### config.mk
export PLATFORM = sky130hd
export DESIGN_NAME = pipeline_dram_arbiter
export DESIGN_NICKNAME = d
export VERILOG_FILES = /design/src/rtl/pipeline_dram_arbiter.sv
export SDC_FILE = /design/constraint.sdc
export NUM_CORES = 1
export LEC_CHECK = 0
export BUFFER_PORTS_ARGS = -buffer_cell sky130_fd_sc_hd__clkbuf_2
export CAP_MARGIN = 20
export CORE_MARGIN = 5
export CORE_UTILIZATION = 35
export DETAILED_ROUTE_END_ITERATION = 10
export SYNTH_ARGS = -nofsm -noshare
export SYNTH_HDL_FRONTEND = slang
export SYNTH_SLANG_ARGS = --single-unit
### constraint.sdc
create_clock -name clk -period 9.1 [get_ports clk]
set_input_delay 1.82 -clock clk [delete_from_list [all_inputs] [get_ports clk]]
set_output_delay 1.82 -clock clk [all_outputs]
set_load 0.1 [all_outputs]
### src/rtl/pipeline_dram_arbiter.sv
`default_nettype none
// +----------------------------------------------------------------------------+
// | Module : pipeline_dram_arbiter                                             |
// | Shares one DRAM port between the fetch and MEM-stage data channels, with   |
// | one outstanding transaction, per-channel stalls and a watchdog abort.      |
// | Option : ARB_ROUND_ROBIN_EN (alternate grants on simultaneous requests)    |
// | Rev    : 1.0                                                               |
// +----------------------------------------------------------------------------+
module pipeline_dram_arbiter #(
  parameter int ADDR_W      = 64,
  parameter int DATA_W      = 64,
  parameter int TIMEOUT_CYC = 255
) (
  input  logic              clk,
  input  logic              reset,
  input  logic              if_req,
  input  logic [ADDR_W-1:0] if_addr,
  input  logic [2:0]        if_rd_ctrl,
  output logic [31:0]       if_rdata,
  output logic              if_done,
  output logic              if_stall,
  input  logic              dm_req,
  input  logic              dm_we,
  input  logic [ADDR_W-1:0] dm_addr,
  input  logic [2:0]        dm_rd_ctrl,
  input  logic [2:0]        dm_wr_ctrl,
  input  logic [DATA_W-1:0] dm_wdata,
  output logic [DATA_W-1:0] dm_rdata,
  output logic              dm_done,
  output logic              dm_stall,
  output logic              mem_req,
  output logic              mem_we,
  output logic [ADDR_W-1:0] mem_addr,
  output logic [2:0]        mem_rd_ctrl,
  output logic [2:0]        mem_wr_ctrl,
  output logic [DATA_W-1:0] mem_wdata,
  input  logic              mem_ack,
  input  logic [DATA_W-1:0] mem_rdata,
  output logic              arb_timeout
);

  localparam logic [1:0] S_IDLE    = 2'd0;
  localparam logic [1:0] S_BUSY_IF = 2'd1;
  localparam logic [1:0] S_BUSY_DM = 2'd2;

  logic [1:0]        state;
  logic [1:0]        state_nxt;
  logic [7:0]        tmo_cnt;
  logic              busy;
  logic              tmo_hit;
  logic              finish;
  logic              grant_dm;
  logic              grant_if;
  logic              lat_we;
  logic [ADDR_W-1:0] lat_addr;
  logic [2:0]        lat_rd;
  logic [2:0]        lat_wr;
  logic [DATA_W-1:0] lat_wdata;

  // A channel whose done is pulsing still shows req that cycle; never re-grant it.
  assign if_stall = if_req & ~if_done;
  assign dm_stall = dm_req & ~dm_done;

  assign busy    = (state == S_BUSY_IF) | (state == S_BUSY_DM);
  assign tmo_hit = busy & ~mem_ack & (tmo_cnt == 8'(TIMEOUT_CYC - 1));
  assign finish  = busy & (mem_ack | tmo_hit);

`ifdef ARB_ROUND_ROBIN_EN
  logic last_dm;

  assign grant_dm = dm_stall & (~if_stall | ~last_dm);

  // Only contested grants move the fairness pointer.
  always_ff @(posedge clk or posedge reset) begin
    if (reset)
      last_dm <= 1'b0;
    else if ((state == S_IDLE) && dm_stall && if_stall)
      last_dm <= grant_dm;
  end
`else
  assign grant_dm = dm_stall;
`endif
  assign grant_if = if_stall & ~grant_dm;

  always_ff @(posedge clk or posedge reset) begin
    if (reset)
      state <= S_IDLE;
    else
      state <= state_nxt;
  end

  always_comb begin
    state_nxt = state;
    case (state)
      S_IDLE: begin
        if (grant_dm)
          state_nxt = S_BUSY_DM;
        else if (grant_if)
          state_nxt = S_BUSY_IF;
      end
      S_BUSY_IF, S_BUSY_DM: begin
        if (finish)
          state_nxt = S_IDLE;
      end
      default: state_nxt = S_IDLE;
    endcase
  end

  always_comb begin
    mem_req     = 1'b0;
    mem_we      = 1'b0;
    mem_addr    = '0;
    mem_rd_ctrl = 3'b000;
    mem_wr_ctrl = 3'b000;
    mem_wdata   = '0;
    if (busy) begin
      mem_req     = 1'b1;
      mem_we      = lat_we;
      mem_addr    = lat_addr;
      mem_rd_ctrl = lat_rd;
      mem_wr_ctrl = lat_wr;
      mem_wdata   = lat_wdata;
    end
  end

  always_ff @(posedge clk or posedge reset) begin
    if (reset) begin
      lat_we      <= 1'b0;
      lat_addr    <= '0;
      lat_rd      <= 3'b000;
      lat_wr      <= 3'b000;
      lat_wdata   <= '0;
      tmo_cnt     <= 8'd0;
      if_done     <= 1'b0;
      dm_done     <= 1'b0;
      if_rdata    <= 32'd0;
      dm_rdata    <= '0;
      arb_timeout <= 1'b0;
    end else begin
      if (state == S_IDLE) begin
        if (grant_dm) begin
          lat_we    <= dm_we;
          lat_addr  <= dm_addr;
          lat_rd    <= dm_rd_ctrl;
          lat_wr    <= dm_wr_ctrl;
          lat_wdata <= dm_wdata;
        end else if (grant_if) begin
          lat_we    <= 1'b0;
          lat_addr  <= if_addr;
          lat_rd    <= if_rd_ctrl;
          lat_wr    <= 3'b000;
          lat_wdata <= '0;
        end
      end

      tmo_cnt     <= (busy && !finish) ? tmo_cnt + 8'd1 : 8'd0;
      if_done     <= finish && (state == S_BUSY_IF);
      dm_done     <= finish && (state == S_BUSY_DM);
      arb_timeout <= arb_timeout | tmo_hit;

      // An aborted read returns zero; writes never disturb dm_rdata.
      if (finish && (state == S_BUSY_IF))
        if_rdata <= mem_ack ? mem_rdata[31:0] : 32'd0;
      if (finish && (state == S_BUSY_DM) && !lat_we)
        dm_rdata <= mem_ack ? mem_rdata : '0;
    end
  end

endmodule
`default_nettype wire

==> metrics.txt, run 1 <==
status complete, no violations; R2R depth 7; Cell Rows 68; slew margin rel. 0.380; EDFF count, synth 0; Final Skew 0.0198 ns; CTS root buf clkbuf_16; CP cell instances inv_1, ha_4, buf_4, and2_1, clkbuf_2; Initial Utilization 0.352; Core Box Area 34300 sq um; clk sinks 244; routed vias/inst 4.95; Fmax achieved 0.190 GHz; GRT overflow 0; Hold Slack 0.479 ns; Slowest-stage cell, CP buf_4; crit path kind register to output pin; Antenna Cells 0; post-cts sizing count 0; IO Pins 508; Most used DFF post-synth dfrtp_1; syn avg cell area 10.8 sq um; Yosys top cell by area dfrtp_1; CTS Buf Count 29; Setup crit end kind output pin; Synth Area in Adders 0.00518; Worst Path Required 7.28 ns; slowest stage delay, CP 0.77 ns; post-synthesis mux area share 0.125; area added between synthesis and finish 31.3%; Syn Std Cell Area 12100 sq um; max-cap check violation count 0; Synth area leaders dfrtp_1, mux2_2, and2_1; sum of negative setup slack 0 ns; layout cells sized above 1 0.469; Critical Path Start Type register; CP Max Fanout 104; Final ANT Viol Nets 0; deepest clock path buffer count 3; post-CTS setup buffer count 0; largest net degree at the start of global routing 111; CP Buf/Inv Count 3; sequential share of the synthesized area 0.505; Final Hold Fails 0; CTS tree done; Crit. path cell count 5; Synth Area in Simple Gates 0.156; vias in the first global route 10500; wire per inst 19.0 um; number of DRC markers in iteration 0 403; Hold Crit Depth 1; Syn Inst Count 1121; Yosys top cell area share 0.505; largest family of logic cells by synthesized area simple AND/OR/NAND/NOR gates; Via Count 10200; Least-Margin Pin Slew 0.930 ns; GRT Total Usage 0.193; Die Ht 196 um; fin nets 1858; worst skew pair latency 0.55 ns; Hold Crit Class register to register; first drt pass iteration count 5; CTS H-tree lvls 1; Final min period 5.25 ns; fin crit share 0.577; IO buf count 507; Max Slew Vio Count 0; antenna violations before repair 1; compound-cell area share of the yosys netlist 0.136; Post-DP HPWL 27400 um; Placer Congestion 0.903; setup violators final 0; asr flop ratio synth 1.00; commonest non-fill, non-tap cell in the layout clkbuf_2; Remaining DRCs 0; RSZ-0062 raised after global routing no; clock-pin slew on the worst setup and hold paths 0.06 ns; #FFs+latches synth 244; Netlist cell types 41; xor and xnor fraction of the mapped netlist area 0.00145; Yosys warnings 0; Synthesized Nets 1397; die area 38300 sq um; first-pass GRT wire length 60100 um; Crit path arrival time 3.43 ns; final-layout fill cell count 3284; routed wire length 39000 um; hold-fix buffers at CTS 0; die width 196 um; cell family with the largest share of critical-path delay buffers and inverters; most frequent cells in the layout clkbuf_2, dfrtp_1, and2_1, mux2_2
## registers in the layout (all words and copies together), names as in the netlist, 2 cells and up
register	cells
dm_rdata	64
lat_addr	64
lat_wdata	64
if_rdata	32
tmo_cnt	8
lat_rd	3
lat_wr	3
state	2
## synthesized netlist by cell type, drive strengths merged (4+ instances only)
| cell type | count |
|---|---|
| ha | 5 |
| nand3 | 67 |
| nand4 | 33 |
| nor2 | 8 |
| o211ai | 96 |
| clkbuf | 60 |
| inv | 103 |
| o21ai | 4 |
| nand2 | 101 |
| mux2 | 134 |
| a22o | 68 |
| and2 | 135 |
| buf | 32 |
| a21oi | 6 |
| dfrtp | 244 |
## per-layer routing
| layer | global-route usage | share of wire | up-vias |
|---|---|---|---|
| met2 | 0.318 | 0.48 | 377 |
| li1 | - | - | 4797 |
| met3 | 0.0450 | 0.067 | 79 |
| met1 | 0.251 | 0.42 | 4946 |
| met4 | 0.0646 | 0.037 | 2 |
| met5 | 0 | 0.00033 | - |
## worst register-to-register path, stage by stage (launching register included)
cell and delay (ns):
dfrtp_1 0.46, nand2b_4 0.17, buf_4 0.70, inv_2 0.15
o21ai_4 0.72, buf_4 0.59, buf_4 0.72, mux2_2 0.46
## worst paths after layout
path                                            start                       end  slack [ns]
worst max register to register      dm_done$_DFF_PP0_   lat_addr[1]$_DFFE_PP0P_        5.03
worst max-delay path             state[0]$_DFFE_PP0P_             mem_wdata[54]        3.85
worst min register to register  arb_timeout$_DFF_PP0_     arb_timeout$_DFF_PP0_        0.48
min in group asynchronous                       reset  dm_rdata[29]$_DFFE_PP0P_        1.43
max in group asynchronous                       reset  lat_addr[11]$_DFFE_PP0P_        6.33
worst min-delay path            arb_timeout$_DFF_PP0_     arb_timeout$_DFF_PP0_        0.48
## area by class of cell
type	count	area, sq um	area share
Clock inverter	9	105	0.00662
Multi-Input combinational cell	682	5170	0.326
Inverter	103	394	0.0248
Tap cell	455	569	0.0359
Timing Repair Buffer	522	2660	0.168
Sequential cell	244	6110	0.385
Clock buffer	45	866	0.0545
## through the flow
stage                     utilization  std cells  worst slack [ns]  cell area (sq um)
after CTS                       0.462       2059              3.78              15900
final                           0.463       2060              3.85              15900
after detailed placement        0.434       2005              3.62              14900
after global routing            0.463       2060              3.66              15900
after global placement          0.434       2005              3.67              14900
after floorplan                     -       1121             0.578              12100
## kinds of logic after synthesis
family | count (synthesis)
AOI/OAI and AO/OA | 184
xor gates and xnor gates | 2
adders and majority gates | 5
buffers and inverters | 195
DFF | 244
muxes | 134
and+or+nand+nor | 357
Power of run 1 is not shown: default switching activity piles up to over one toggle a cycle in this logic, so the estimate is an artifact.
==> inputs of run 2 (changes only) <==
- ABC_AREA: default -> 1
- clock period: 9.1 -> 5 ns (I/O delays scaled with it)
==> metrics.txt, run 2 <==
status complete, no violations; Worst Path Required 4.00 ns (-3.28 ns); Via Count 11700 (+14%); IO Pins 508 (unchanged); Cell Rows 68 (unchanged); Final min period 3.85 ns; largest net degree at the start of global routing 134 (+21%); antenna violations before repair 2 (+1); Crit. path cell count 6 (+1); Remaining DRCs 0 (unchanged); CTS root buf clkbuf_16; Hold Slack 0.470 ns (-0.00940 ns); Fmax achieved 0.260 GHz; wire per inst 16.9 um (-11%); final-layout fill cell count 3525 (+7.3%); most common cell in the netlist nand2_1; Critical Path Start Type register; routed wire length 41700 um (+6.9%); worst skew pair latency 0.53 ns (-0.02 ns); CP cell instances inv_1, ha_4, buf_12, nand2_1, inv_1, clkbuf_2; vias in the first global route 11800 (+13%); #FFs+latches synth 244 (unchanged); fin crit share 0.769; most frequent cells in the layout nand2_1, clkbuf_2, dfrtp_1, inv_1, o21ai_0; Die Ht 196 um (+0.15%); Max Slew Vio Count 0 (unchanged); area added between synthesis and finish 30.4%; Initial Utilization 0.353 (about the same); biggest regs dm_rdata: 64 flops, lat_addr: 64 flops, lat_wdata: 64 flops; list of most frequent post-synthesis cells nand2_1, dfrtp_1, inv_1, o21ai_0, clkbuf_1; layout cells sized above 1 0.326 (-0.143); Top cell by count, worst path inv_1; commonest non-fill, non-tap cell in the layout nand2_1; syn avg cell area 7.82 sq um (-27%); first drt pass iteration count 4 (-1); Hold Crit Depth 2 (+1); die area 38500 sq um (+0.31%); Yosys top cell area share 0.504 (-0.00162); Syn Std Cell Area 12100 sq um (+0.32%); sequential share of the synthesized area 0.504 (-0.00162); hold-fix buffers at CTS 0 (unchanged); fin nets 2268 (+22%); RSZ-0062 raised after global routing no; Slowest-stage cell, CP ha_4; Final Hold Fails 0 (unchanged); Syn Inst Count 1550 (+38%); CTS H-tree lvls 1 (unchanged); Synthesized Nets 1826 (+31%); Post-DP HPWL 30100 um (+9.8%); R2R depth 9 (+2); Most used DFF post-synth dfrtp_1; Final ANT Viol Nets 0 (unchanged); IO buf count 507 (unchanged); deepest clock path buffer count 3 (unchanged); Placer Congestion 0.935 (+3.6%); Yosys warnings 0 (unchanged); clock-pin slew on the worst setup and hold paths 0.06 ns (about the same); slowest stage delay, CP 0.70 ns (-0.07 ns); max-cap check violation count 0 (unchanged); Hold Crit Class register to register; Netlist cell types 30 (-27%); crit path kind register to output pin; first-pass GRT wire length 65300 um (+8.5%); Yosys top cell by area dfrtp_1; hold_sp dm_rdata[35]$_DFFE_PP0P_; Crit. Startpoint state[1]$_DFFE_PP0P_; GRT overflow 0 (unchanged); Core Box Area 34400 sq um (+0.25%); Synth area leaders dfrtp_1, nand2_1, inv_1; number of DRC markers in iteration 0 576 (+43%); die width 196 um (+0.15%); setup violators final 0 (unchanged); sum of negative setup slack 0 ns (unchanged); EDFF count, synth 0 (unchanged); clk sinks 244 (unchanged); slew margin rel. 0.262 (-0.118); Setup crit end kind output pin; cell family with the largest share of critical-path delay buffers and inverters; CP Buf/Inv Count 4 (+1); Worst R2R Start state[1]$_DFFE_PP0P_; GRT Total Usage 0.208 (+0.0153); CP Max Fanout 80 (-23%); asr flop ratio synth 1.00 (unchanged); Crit path arrival time 2.85 ns (-0.58 ns); routed vias/inst 4.73 (-4.6%); CTS tree done; post-CTS setup buffer count 0 (unchanged); post-cts sizing count 0 (unchanged); Final Skew 0.0122 ns (-0.00761 ns); CTS Buf Count 28 (-3.4%); Least-Margin Pin Slew 1.11 ns (+0.178 ns)
-- run 2: cell count changes in the layout (fill, tap and decap cells not counted), sizes merged, moves of 68 or more --
| cell | previous run | this run |
|---|---|---|
| mux2 | 134 | 0 |
| a22o | 68 | 0 |
| and2 | 135 | 1 |
| inv | 105 | 214 |
| o21ai | 4 | 170 |
| nand2 | 101 | 576 |
-- run 2: worst paths after layout --
path,endpoint,slack (ns)
max,mem_wdata[8],1.15
min,dm_rdata[35]$_DFFE_PP0P_,0.47
max reg2reg,dm_rdata[44]$_DFFE_PP0P_,1.98
min reg2reg,dm_rdata[35]$_DFFE_PP0P_,0.47
max in group asynchronous,lat_addr[15]$_DFFE_PP0P_,3.70
min in group asynchronous,dm_rdata[50]$_DFFE_PP0P_,0.63
-- run 2: area by class of cell --
class	instances	area [sq um]	share of cell area
multi-input combinational	977	4680	0.296
inverter	217	821	0.0519
antenna	2	5.00	0.000317
tap	455	569	0.0360
clock buffer	42	805	0.0509
clock inverter	8	92.6	0.00586
sequential	244	6110	0.386
timing repair buffer	524	2740	0.173
-- run 2: through the flow --
stage | instance area [sq um] | setup WS [ns] | util | cells
floorplan | 12100 | 0.796 | - | 1550
global placement | 14900 | 1.64 | 0.432 | 2415
detailed placement | 14900 | 1.63 | 0.433 | 2416
CTS | 15800 | 1.05 | 0.459 | 2466
global route | 15800 | 0.951 | 0.460 | 2469
finish | 15800 | 1.15 | 0.460 | 2469
-- run 2: metal layers --
| layer | vias to the layer above | wire (um) | part of all wire | GRT usage |
|---|---|---|---|---|
| met5 | - | 0 | 0 | 0 |
| met4 | 0 | 1650 | 0.040 | 0.0768 |
| met3 | 78 | 3530 | 0.085 | 0.0591 |
| met2 | 407 | 20300 | 0.49 | 0.353 |
| met1 | 5471 | 16300 | 0.39 | 0.254 |
| li1 | 5711 | - | - | - |
-- run 2: cells by family (layout without fill, tap and decap cells) --
kind of cell | count (synthesis) | in the layout | synth area share
xor gates and xnor gates | 3 | 3 | 0.00217
AOI/OAI and AO/OA | 241 | 241 | 0.122
other | 0 | 2 | 0
buffers and inverters | 329 | 791 | 0.112
DFF | 244 | 244 | 0.504
and+or+nand+nor | 728 | 728 | 0.255
adders and majority gates | 5 | 5 | 0.00516
-- run 2: tightest hold or removal path, delay by kind of cell, from the launching register on --
| kind | cells | cell delay (ns) |
|---|---|---|
| flops | 1 | 0.34 |
| simple gates | 2 | 0.10 |
Power of run 2 is left out for the same reason.
==> inputs of run 3 (changes only) <==
- clock period: 5 -> 3.1 ns (I/O delays scaled with it)
==> metrics.txt, run 3 (synthesized netlist as in run 2, its figures left out) <==
antenna violations before repair 0 (-2); Critical Path Start Type register; slew margin rel. 0.451 (+0.189); CTS tree done; status complete, no violations; Remaining DRCs 0 (unchanged); deepest clock path buffer count 3 (unchanged); Crit path arrival time 2.32 ns (-0.53 ns); Placed Cells 2424 (+0.33%); Core Box Area 34400 sq um (unchanged); die width 196 um (unchanged); GRT Max-Usage Layer met2; Final min period 2.94 ns; Post-DP HPWL 31100 um (+3.3%); GRT Total Usage 0.211 (+0.00282); Max Slew Vio Count 0 (unchanged); IO Pins 508 (unchanged); first drt pass iteration count 5 (+1); CTS root buf clkbuf_16; setup ws final 0.158 ns (-0.995 ns); vias in the first global route 12000 (+1.6%); clk sinks 244 (unchanged); Die Ht 196 um (unchanged); Least-Margin Pin Slew 0.823 ns (-0.284 ns); Hold Slack 0.261 ns (-0.209 ns); most frequent cells in the layout nand2_1, clkbuf_2, dfrtp_1, inv_1, o21ai_0; hold-fix buffers at CTS 0 (unchanged); Non-Filler Instances 2469 (unchanged); Final Hold Fails 0 (unchanged); layout cells sized above 1 0.354 (+0.0280); number of DRC markers in iteration 0 613 (+6.4%); slowest stage delay, CP 0.46 ns (-0.24 ns); CTS H-tree lvls 1 (unchanged); Place WS 0.527 ns (-1.10 ns); met3 Use GR 0.0483 (-0.0108); routed wire length 42700 um (+2.4%); Initial Utilization 0.353 (unchanged); CP cell instances inv_1, ha_4, buf_8, nand2_1, clkinvlp_4, clkbuf_2; Antenna Cells 0 (-2); IO buf count 507 (unchanged); Fmax achieved 0.340 GHz; die area 38500 sq um (unchanged); R2R depth 9 (unchanged); crit path kind register to output pin; Worst Path Required 2.48 ns (-1.52 ns); largest net degree at the start of global routing 106 (-21%); fin nets 2276 (+0.35%); Placer Congestion 0.894 (-4.4%); Slowest-stage cell, CP ha_4; CP Max Fanout 18 (-78%); area added between synthesis and finish 34.5%; fin crit share 0.949; commonest non-fill, non-tap cell in the layout nand2_1; Final ANT Viol Nets 0 (unchanged); wire per inst 17.3 um (+2.4%); met2 Track Usage GR 0.367 (+0.0137); worst skew pair latency 0.54 ns (about the same); routed vias/inst 4.78 (+1.1%); Final Skew 0.0115 ns (-0.000708 ns); biggest regs dm_rdata: 64 flops, lat_addr: 64 flops, lat_wdata: 64 flops; CTS Buf Count 28 (unchanged); Hold Crit Class input port to asynchronous set/reset pin; RSZ-0062 raised after global routing no; GRT overflow 0 (unchanged); GRT met1 Usage 0.261 (+0.00770); Cell Rows 68 (unchanged); Via Count 11800 (+1.1%); first-pass GRT wire length 66400 um (+1.7%); clock-pin slew on the worst setup and hold paths 0.06 ns (about the same); setup violators final 0 (unchanged); max-cap check violation count 0 (unchanged); Setup crit end kind output pin
-- run 3: changes by cell type in the layout (fill, tap and decap cells not counted), sizes merged --
cell	previous run	this run
inv	214	164
clkinvlp	2	51
buf	17	46
clkbuf	549	527
bufinv	2	0
clkinv	7	5
diode	2	0
-- run 3: what timing repair did --
| item | 4_1_cts | 5_1_grt |
|---|---|---|
| buffers inserted | 0 | 1 |
| pin swaps | 0 | 1 |
| hold endpoints to repair | 0 | 0 |
| resized for setup | 82 | 24 |
| setup endpoints to repair | 82 | 38 |
-- run 3: per-stage QoR --
step	instance area (sq um)	setup TNS (ns)	utilization
6_report	16300	0	0.475
5_1_grt	16300	0	0.475
4_1_cts	16300	0	0.474
3_5_place_dp	15200	0	0.443
3_3_place_gp	15200	0	0.443
2_1_floorplan	12300	-176.60	-
-- run 3: layer usage --
metal	share of wire	wire (um)	vias up
li1	-	-	5722
met1	0.39	16900	5559
met2	0.49	21100	436
met3	0.077	3270	77
met4	0.034	1460	0
met5	0	0	-
-- run 3: critical path, delay by kind of cell, from the launching register on --
| family | cells | cell delay, ns |
|---|---|---|
| simple gates | 1 | 0.10 |
| flops | 1 | 0.38 |
| buf+inv | 4 | 0.84 |
| fa+ha+maj | 1 | 0.46 |
-- run 3: path summary, 6_finish.rpt --
kind	from	endpoint	slack, ns
worst max register to register	state[1]$_DFFE_PP0P_	dm_rdata[40]$_DFFE_PP0P_	0.63
worst min-delay path	reset	dm_rdata[44]$_DFFE_PP0P_	0.26
worst max-delay path	state[1]$_DFFE_PP0P_	mem_wdata[37]	0.16
max in group asynchronous	reset	lat_addr[36]$_DFFE_PP0P_	2.32
worst min register to register	dm_rdata[6]$_DFFE_PP0P_	dm_rdata[6]$_DFFE_PP0P_	0.47
min in group clk	dm_wdata[29]	lat_wdata[29]$_DFFE_PP0P_	0.28
-- run 3: area by class of cell --
type | instances | area (sq um)
clock inverter | 3 | 18.8
timing repair buffer | 532 | 3090
inverter | 217 | 1010
fill | 3473 | 18100
multi-input combinational | 977 | 4680
tap | 455 | 569
sequential | 244 | 6110
clock buffer | 41 | 841
Power of run 3 is left out for the same reason.
